## src/rtl/h2f_led_sequencer.sv

```systemverilog
// LED blink sequencer driven by the IPC dispatcher.
// A START strobe with a non-zero BLINKS value begins BLINKS on/off cycles.
// Each cycle is ON_CYCLES lit followed by OFF_CYCLES dark. While a sequence
// is running, further START strobes are ignored.
module h2f_led_sequencer #(
  parameter int unsigned ON_CYCLES  = 25000000,
  parameter int unsigned OFF_CYCLES = 25000000
) (
  input  logic       clk,
  input  logic       resetn,
  input  logic       START,
  input  logic [7:0] BLINKS,
  output logic       IDLE,
  output logic       LED
);

  // The phase counter counts down from (length - 1) to 0. It therefore only
  // needs to hold values up to max(ON, OFF) - 1, and it never wraps.
  localparam int unsigned MaxCycles = (ON_CYCLES > OFF_CYCLES) ? ON_CYCLES : OFF_CYCLES;
  localparam int unsigned PhaseW    = (MaxCycles > 1) ? $clog2(MaxCycles) : 1;
  localparam logic [PhaseW-1:0] OnLoad  = PhaseW'(ON_CYCLES - 1);
  localparam logic [PhaseW-1:0] OffLoad = PhaseW'(OFF_CYCLES - 1);

  typedef enum logic [1:0] {
    S_IDLE,
    S_ON,
    S_OFF
  } state_e;

  state_e            state_q, state_d;
  logic [PhaseW-1:0] phase_q, phase_d;
  logic [7:0]        remain_q, remain_d;
  logic              led_q;

  // Next-state logic for the FSM, the phase counter and the blink counter.
  always_comb begin
    state_d  = state_q;
    phase_d  = phase_q;
    remain_d = remain_q;
    unique case (state_q)
      S_IDLE: begin
        // When BLINKS is zero the block accepts the request but does nothing.
        if (START && (BLINKS != 8'd0)) begin
          remain_d = BLINKS;
          phase_d  = OnLoad;
          state_d  = S_ON;
        end
      end
      S_ON: begin
        if (phase_q == '0) begin
          phase_d = OffLoad;
          state_d = S_OFF;
        end else begin
          phase_d = phase_q - 1'b1;
        end
      end
      S_OFF: begin
        if (phase_q == '0) begin
          remain_d = remain_q - 8'd1;
          if (remain_q == 8'd1) begin
            state_d = S_IDLE;
          end else begin
            phase_d = OnLoad;
            state_d = S_ON;
          end
        end else begin
          phase_d = phase_q - 1'b1;
        end
      end
      default: state_d = S_IDLE;
    endcase
  end

  // State registers. The synchronous reset takes priority over START.
  always_ff @(posedge clk) begin
    if (!resetn) begin
      state_q  <= S_IDLE;
      phase_q  <= '0;
      remain_q <= '0;
      led_q    <= 1'b0;
    end else begin
      state_q  <= state_d;
      phase_q  <= phase_d;
      remain_q <= remain_d;
      // LED is registered from the next state, so it is high exactly while
      // the FSM is in S_ON.
      led_q    <= (state_d == S_ON);
    end
  end

  assign LED  = led_q;
  assign IDLE = (state_q == S_IDLE) && !START;

endmodule
```

## config.mk

```make
export PLATFORM = sky130hd
export DESIGN_NAME = h2f_led_sequencer
export DESIGN_NICKNAME = d
export VERILOG_FILES = /design/src/rtl/h2f_led_sequencer.sv
export SDC_FILE = /design/constraint.sdc
export NUM_CORES = 1
export LEC_CHECK = 0
export BUFFER_PORTS_ARGS = -buffer_cell sky130_fd_sc_hd__buf_2
export CORE_MARGIN = 8
export CORE_UTILIZATION = 45
export DETAILED_ROUTE_END_ITERATION = 10
export PLACE_DENSITY = 0.61
export SYNTH_ARGS = -nofsm -noshare
export SYNTH_HDL_FRONTEND = slang
export SYNTH_SLANG_ARGS = --single-unit
```

## constraint.sdc

```tcl
create_clock -name clk -period 6.33 [get_ports clk]
set_input_delay 0.633 -clock clk [delete_from_list [all_inputs] [get_ports clk]]
set_output_delay 0.633 -clock clk [all_outputs]
set_load 0.01 [all_outputs]
```

# [Word-level counts from Yosys, hierarchy flattened]
# Cells that the tools add are included.
[totals] in_bits=11 reg_bits=36 elab_cells=36 out_inout_bits=2
[classes] add_sub_neg=2 n_eq_ne=7 n_mux=13 reduce_logical=10
[ops] op="two-way mux 25 bit" count=4
[ops] op="one-hot mux 25 bit (3 select lines)" count=1
[ops] op="logical NOT 25 bit" count=1
[ops] op="subtractor 25 x 1 -> 25 bit, second input constant" count=1
[ops] op="two-way mux 8 bit" count=2
[ops] op="one-hot mux 8 bit (2 select lines)" count=1
[ops] op="== test 8 x 1 -> 1 bit, second input constant" count=1
[ops] op="nonzero test 8 bit" count=1
[ops] op="subtractor 8 x 1 -> 8 bit, second input constant" count=1
[ops] op="two-way mux 2 bit" count=3
[ops] op="one-hot mux 2 bit (3 select lines)" count=1
[ops] op="AND reduction 3 bit" count=2
[ops] op="== test 2 x 1 -> 1 bit, second input constant" count=2
[ops] op="!= test 2 bit, second input constant" count=2
[ops] op="!= test 3 bit, second input constant" count=1
[ops] op="nonzero test 3 bit" count=1
[ops] op="== test 2 bit, second input constant" count=1
[ops] op="logical AND 1 bit" count=2
[ops] op="logical NOT 2 bit" count=1
[ops] op="nonzero test 2 bit" count=1
[ops] op="logical NOT 1 bit" count=1
[ops] op="two-way mux 1 bit" count=1

# [Longest topological paths before layout]
# Gate-level depths: netlist of run 1.
[depth] depth_word=5 ltp_mapped=10 depth_no_buf=8

# [Worst setup path after synthesis of run 1]
# No wires, ideal clock.
[synth_timing] path_kind="reg2reg" startpoint="register phase_q[0]" endpoint="register remain_q[1]" required_time_ps=6197 setup_ps=133 synth_period_minus_slack_ps=2235 t_arrival_ps=2102 path_buffers=0 slack_ps=4095 path_stages_with_launch=9 path_cell_list="dfxtp_1 -> inv_1 -> ha_1 -> or3b_2 -> nor4_2 -> a31oi_1 -> or2_4 -> a211oi_2 -> a211oi_2"
[synth_between] elab_chain_cells=3
[synth_rtl] element="from (decl)" line="31" text="logic [PhaseW-1:0] phase_q, phase_d;"
[synth_rtl] element="from (signal assigned)" line="83" text="phase_q <= phase_d;"
[synth_rtl] element="logical NOT 25 bit" line="58" text="if (phase_q == '0) begin"
[synth_rtl] element="!= test 2 bit (no line)"
[synth_rtl] element="AND reduction 3 bit (no line)"
[synth_rtl] element="to (signal assigned)" line="84" text="remain_q <= remain_d;"
[synth_rtl] element="to (decl)" line="32" text="logic [7:0] remain_q, remain_d;"
# Every way passes these cells.
# A chain may end at the register's enable or synchronous reset.

# [Final worst setup path of run 1]
[layout_timing] startpoint="register phase_q[0]" endpoint="register phase_q[18]"
[layout_between] elab_chain_cells=3 word_cells_on_any_way=7 cone_classes="add/sub (1); eq/ne (1); mux (3); reduce/logical (2)"
[layout_rtl] element="subtractor 25 x 1 -> 25 bit or logical NOT 25 bit (tied branches)"
[layout_rtl] element="two-way mux 25 bit, or another cell as far along" line="58"
[layout_rtl] element="one-hot mux 25 bit (3 select lines) or AND reduction 3 bit (tied branches)"
# Parallel ways exist; a longest one is shown, timed or not.

==> impl_metrics.toml, run 1 <==
[run_status]
status = "finished clean"

[die]
ios = 13
core_area_um2 = 4980
die_w_um = 87.1
dieArea_um2 = 7580
rows = 26
initial_core_util_pct = 45.7
die_h_um = 87.1

[placement]
dp.cells = 339
hpwl_um = 3700
gp_congestion = 0.764
post-place-ws_ns = 3.41
io_buffers = 12

[logic_synthesis]
synth_compound_gate_area_share_pct = 29.3
ys_seq_area_share_pct = 31.7
muxShareOfSynthArea_pct = 0.881
synth-simple-area-share_pct = 28.2
netlist_area_um2 = 2270
ys_ff_latch = 36
syn_nets = 289
synthAdderAreaFrac_pct = 3.85
synth-edff-count = 0
synthArstFlopShare_pct = 0
synthCells = 271
synth_top_family_by_area = "compound AO/OA/AOI/OAI gates"
ys.flop_type = "dfxtp_1"
yosys_warnings = 0
synth-xor-area-share_pct = 0
syn_area_per_cell_um2 = 8.39
synth_cell_types = 58

[critical_path]
worstSetupEndpointType = "flop"
crit_required_ns = 6.47
arrival_ns = 3.08
startpoint = "phase_q[0]"
setup.worst_path.class = "flop to flop"
ff2ff_setup_slack_ns = 3.38
path_max_fanout = 20
worst_setup_path_start_kind = "flop"
rr_startpoint = "phase_q[0]"

[power]
p_int_mw = 0.403
max-vdd-ir-drop_uv = 95.5
power_density_nw_per_um2 = 254
p_seq_share_pct = 45.2
leakagePower_nw = 0.827
switching_share_pct = 34.3
power_switching_mw = 0.210
clockPowerShare_pct = 28.5
comb_power_share_pct = 26.3
design_power_total_mw = 0.613

[clock_network]
clk_pin_slew_ns = 0.08
htreeDepth = 2
clk_path_buf_depth = 2
cts_setup_buffers = 0
clkSinkCount = 36
cts_resized = 0
worstSkewPairLatency_ns = 0.29
holdBufCountCts = 0
numCtsBuffers = 5
clockRootBuffer = "clkbuf_8"
cts_tree = "done"

[timing]
finalHoldViolations = 0
max_slew_margin_pct = 32.4
fin_setup_tns_ns = 0
rsz0062_at_grt = "false"
setup_ws_ns = 3.38
finalSetupViolCount = 0
drv_slew = 0
min_period_ns = 2.95
finalCritPeriodShare_pct = 46.6
fmax_mhz = 339
finClkSkew_ns = 0.00543
tightestPinTransition_ns = 1.01

[global_route]
track_usage_pct = 15.3
grt_pass1_vias = 1981
grt_pass1_wl_um = 9350
antenna_found_initial = 0
grt_max_degree = 29
grt.overflow.total = 0

[drt]
drc = 0
vias = 2080
totalWireLength_um = 5470
wire_per_inst_um = 15.7
first_pass_iters = 4
ant_nets = 0
viasPerCell = 5.99
drt_iter0_markers = 156

[hold_path]
min_path_type = "flop to flop"
worstHoldStart = "phase_q[24]"

[final_layout]
fillers = 509
final_common_cell = "dfxtp_1"
num_antenna_cells = 0
syn_to_final_growth_pct = 6.00
final_cell_mix = "dfxtp_1, a21oi_1, nor2_1, nand2_1"
final_nets = 294
final-instance-count-excl-fill = 347
drive_above_1_share_pct = 14.4

[job]
drv_cap = 0
## power by group through the flow
| stage | logic, mW | clock network (mW) | registers [mW] |
|---|---|---|---|
| after floorplan | 0.134 | 0 | 0.273 |
| after global routing | 0.180 | 0.188 | 0.281 |
| after detailed placement | 0.160 | 0 | 0.281 |
| after CTS | 0.161 | 0.181 | 0.276 |
| after global placement | 0.159 | 0 | 0.281 |
| final | 0.161 | 0.175 | 0.277 |
## path summary, 6_finish.rpt
| path | endpoint | cells past startpoint |
|---|---|---|
| max | phase_q[18] | 8 |
| min | phase_q[24] | 1 |
| max reg2reg | phase_q[18] | 8 |
| min reg2reg | phase_q[24] | 1 |
## synthesized netlist by cell type, types with 2 or more instances
library cell | number | area, µm²
o21ai_1 | 9 | 45.0
a31o_1 | 2 | 17.5
dfxtp_1 | 36 | 721
mux2i_1 | 2 | 20.0
a211oi_2 | 2 | 25.0
nor2b_1 | 3 | 18.8
nor4_2 | 2 | 25.0
nor3_2 | 2 | 20.0
nor2_1 | 17 | 63.8
o31ai_1 | 5 | 37.5
or4_4 | 2 | 22.5
inv_1 | 9 | 33.8
a211oi_1 | 5 | 37.5
or4_1 | 4 | 30.0
a311oi_1 | 11 | 96.3
nand2_1 | 17 | 63.8
nand4_1 | 3 | 18.8
ha_1 | 7 | 87.6
a32o_1 | 2 | 20.0
o41ai_1 | 2 | 17.5
o21a_1 | 5 | 37.5
nor3_1 | 15 | 75.1
nor3b_1 | 2 | 15.0
a21oi_1 | 22 | 110
nor4_1 | 7 | 43.8
buf_6 | 6 | 67.6
nand3b_1 | 2 | 15.0
a31oi_1 | 3 | 18.8
a22oi_1 | 2 | 15.0
o21ai_0 | 15 | 75.1
nand2b_1 | 9 | 56.3
and2_1 | 3 | 18.8
or3_1 | 4 | 25.0
nand3_1 | 4 | 20.0
clkbuf_1 | 6 | 22.5
and3_1 | 2 | 12.5
## flip-flops by register name, indices dropped and copies added (netlist names)
name      cells
state_q       2
remain_q      8
phase_q      25
LED           1
## worst max-delay path, stage by stage (launching register included)
cell	delay [ns]
dfxtp_1	0.35
inv_1	0.07
ha_1	0.19
or3b_2	0.53
nor3_2	0.26
and3_1	0.50
a31oi_2	0.49
a21oi_1	0.32
a311oi_2	0.06
## layer usage
| metal | up-vias | wire length [µm] | track usage, % |
|---|---|---|---|
| li1 | 1044 | - | - |
| met1 | 1001 | 2620 | 18.3 |
| met2 | 29 | 2590 | 26.2 |
| met3 | 6 | 177 | 3.87 |
| met4 | 0 | 74 | 4.69 |
| met5 | - | 0 | 0 |
## cells by family after synthesis
logic type,Yosys count
flip-flops,36
AO/OA/AOI/OAI,96
AND/OR/NAND/NOR,106
buffers and inverters,24
multiplexers,2
adder cells (fa/ha/maj),7
## area by class of cell
type                    count  area, µm²  area share (%)
well taps                  70       87.6            3.63
clock buffers               8       90.1            3.74
flip-flops and latches     36        721            29.9
repair buffers             12       60.1            2.49
inverters                  10       37.5            1.56
multi-input cells         211       1410            58.7
## stage by stage
step | hold slack, ns | utilization (%) | cell area [µm²]
2_1_floorplan | 0.440 | - | 2270
3_3_place_gp | 0.462 | 46.6 | 2320
3_5_place_dp | 0.461 | 46.6 | 2320
4_1_cts | 0.472 | 48.4 | 2410
5_1_grt | 0.501 | 48.4 | 2410
6_report | 0.468 | 48.4 | 2410
Power figures use the tool's default switching activity.
==> run 2, diff against run 1 <==
Clock period 6.33 ns to 3.06 ns, I/O delays scaled along.
==> run 2 against run 1 <==
- critical path type unchanged
- sequential share of layout area is 0.37 points lower
- final area is 1.2% higher
- critical endpoint is now phase_q[15]
- clock-buffer cell count stayed put
- sequential power is 110% higher
- clock power is 100% higher
- die area stayed put
- cell count is 1.2% higher
- clock skew hardly changed
- global-route usage is 0.24 points higher
- utilization is 0.60 points higher
- flip-flop and latch count stayed put
- combinational power is 110% higher
==> impl_metrics.toml, run 2 (synthesis gave the netlist of run 1 again) <==
[timing]
drv_slew = 0
finClkSkew_ns = 0.00498
tightestPinTransition_ns = 1.04
rsz0062_at_grt = "false"
finalCritPeriodShare_pct = 85.4
fin_setup_tns_ns = 0
fmax_mhz = 383
whs_ns = 0.380
finalHoldViolations = 0
min_period_ns = 2.61
max_slew_margin_pct = 30.2
finalSetupViolCount = 0

[final_layout]
fillers = 499
final_nets = 298
top_regs = "phase_q x25, remain_q x8, state_q x2"
final_cell_mix = "dfxtp_1, a21oi_1, nor2_1, nand2_1"
final_common_cell = "dfxtp_1"
syn_to_final_growth_pct = 7.32
regMostFlops = "phase_q"
num_antenna_cells = 0
final-instance-count-excl-fill = 351
largest_register_ffs = 25
drive_above_1_share_pct = 15.7

[placement]
io_buffers = 12
dp.cells = 343
hpwl_um = 3770
gp_congestion = 0.785

[die]
initial_core_util_pct = 45.7
core_area_um2 = 4980
die_h_um = 87.1
dieArea_um2 = 7580
die_w_um = 87.1
ios = 13
rows = 26

[drt]
totalWireLength_um = 5470
viasPerCell = 5.87
wire_per_inst_um = 15.6
first_pass_iters = 4
ant_nets = 0
drt_iter0_markers = 129
drc = 0
vias = 2062

[clock_network]
cts_setup_buffers = 0
worstSkewPairLatency_ns = 0.29
cts_resized = 0
clockRootBuffer = "clkbuf_8"
numCtsBuffers = 5
clkSinkCount = 36
htreeDepth = 2
clk_pin_slew_ns = 0.07
clk_path_buf_depth = 2
holdBufCountCts = 0
cts_tree = "done"

[critical_path]
arrival_ns = 2.80
ff2ff_setup_slack_ns = 0.45
rr_worst_depth = 8
rr_startpoint = "phase_q[0]"
setup.worst_path.class = "flop to flop"
r2r_end = "phase_q[15]"
path_max_fanout = 20
worst_setup_path_start_kind = "flop"
crit_required_ns = 3.24
worstSetupEndpointType = "flop"

[global_route]
grt.overflow.total = 0
grt_pass1_vias = 1961
antenna_found_initial = 0
track_usage_pct = 15.6
grt_pass1_wl_um = 9430
grt_max_degree = 29

[run_status]
status = "finished clean"

[power]
power_density_nw_per_um2 = 518
leakagePower_nw = 0.848
max-vdd-ir-drop_uv = 198

[hold_path]
hold_end = "remain_q[7]"
min_path_type = "input port to flop"
hold-path-cell-count = 4
worstHoldStart = "BLINKS[7]"

[job]
drv_cap = 0
[run 2: cell types whose count changed in the layout (fill, tap and decap cells not counted)]
cell,before,now
buf_4,0,4
[run 2: stage by stage]
stage,cell area (µm²),setup WS (ns),util [%],power (mW)
after CTS,2440,0.476,49.0,1.27
after global routing,2440,0.241,49.0,1.34
final,2440,0.446,49.0,1.26
after detailed placement,2350,0.494,47.2,0.917
after floorplan,2270,0.825,-,0.843
after global placement,2350,0.511,47.2,0.916
[run 2: worst max-delay path, stage by stage, from the launching register on]
cell     delay, ns
dfxtp_1       0.39
inv_1         0.06
ha_1          0.23
or3b_2        0.27
nor3_2        0.07
and3_1        0.16
a31oi_2       0.85
o31ai_1       0.17
a32o_1        0.30
[run 2: power by group]
group	switching (mW)	internal, mW	total [mW]
clock network	0.171	0.184	0.354
logic	0.198	0.138	0.336
registers	0.0591	0.514	0.573
total	0.427	0.836	1.26
[run 2: routing by layer]
metal	track usage (%)	share of wire (%)	routed length [µm]	up-vias
li1	-	-	-	1050
met1	19.2	48	2620	978
met2	26.1	48	2620	30
met3	3.30	3.2	173	4
met4	5.16	1.2	64	0
met5	0	0	0	-
[run 2: cell type report]
class / instances / area [µm²] / area share, %
Timing Repair Buffer: 16 / 90.1 / 3.69
Sequential cell: 36 / 721 / 29.5
Tap cell: 70 / 87.6 / 3.59
Inverter: 10 / 37.5 / 1.54
Multi-Input combinational cell: 211 / 1410 / 57.9
Clock buffer: 8 / 90.1 / 3.69
[run 2: worst max-delay path by stage]
stage,startpoint,endpoint,slack (ns),cells past startpoint
after floorplan,phase_q[0],remain_q[1],0.82,8
after global placement,phase_q[0],phase_q[15],0.51,8
after detailed placement,phase_q[0],phase_q[15],0.49,8
after CTS,phase_q[0],phase_q[15],0.48,8
after global routing,phase_q[0],phase_q[15],0.24,8
final,phase_q[0],phase_q[15],0.45,8
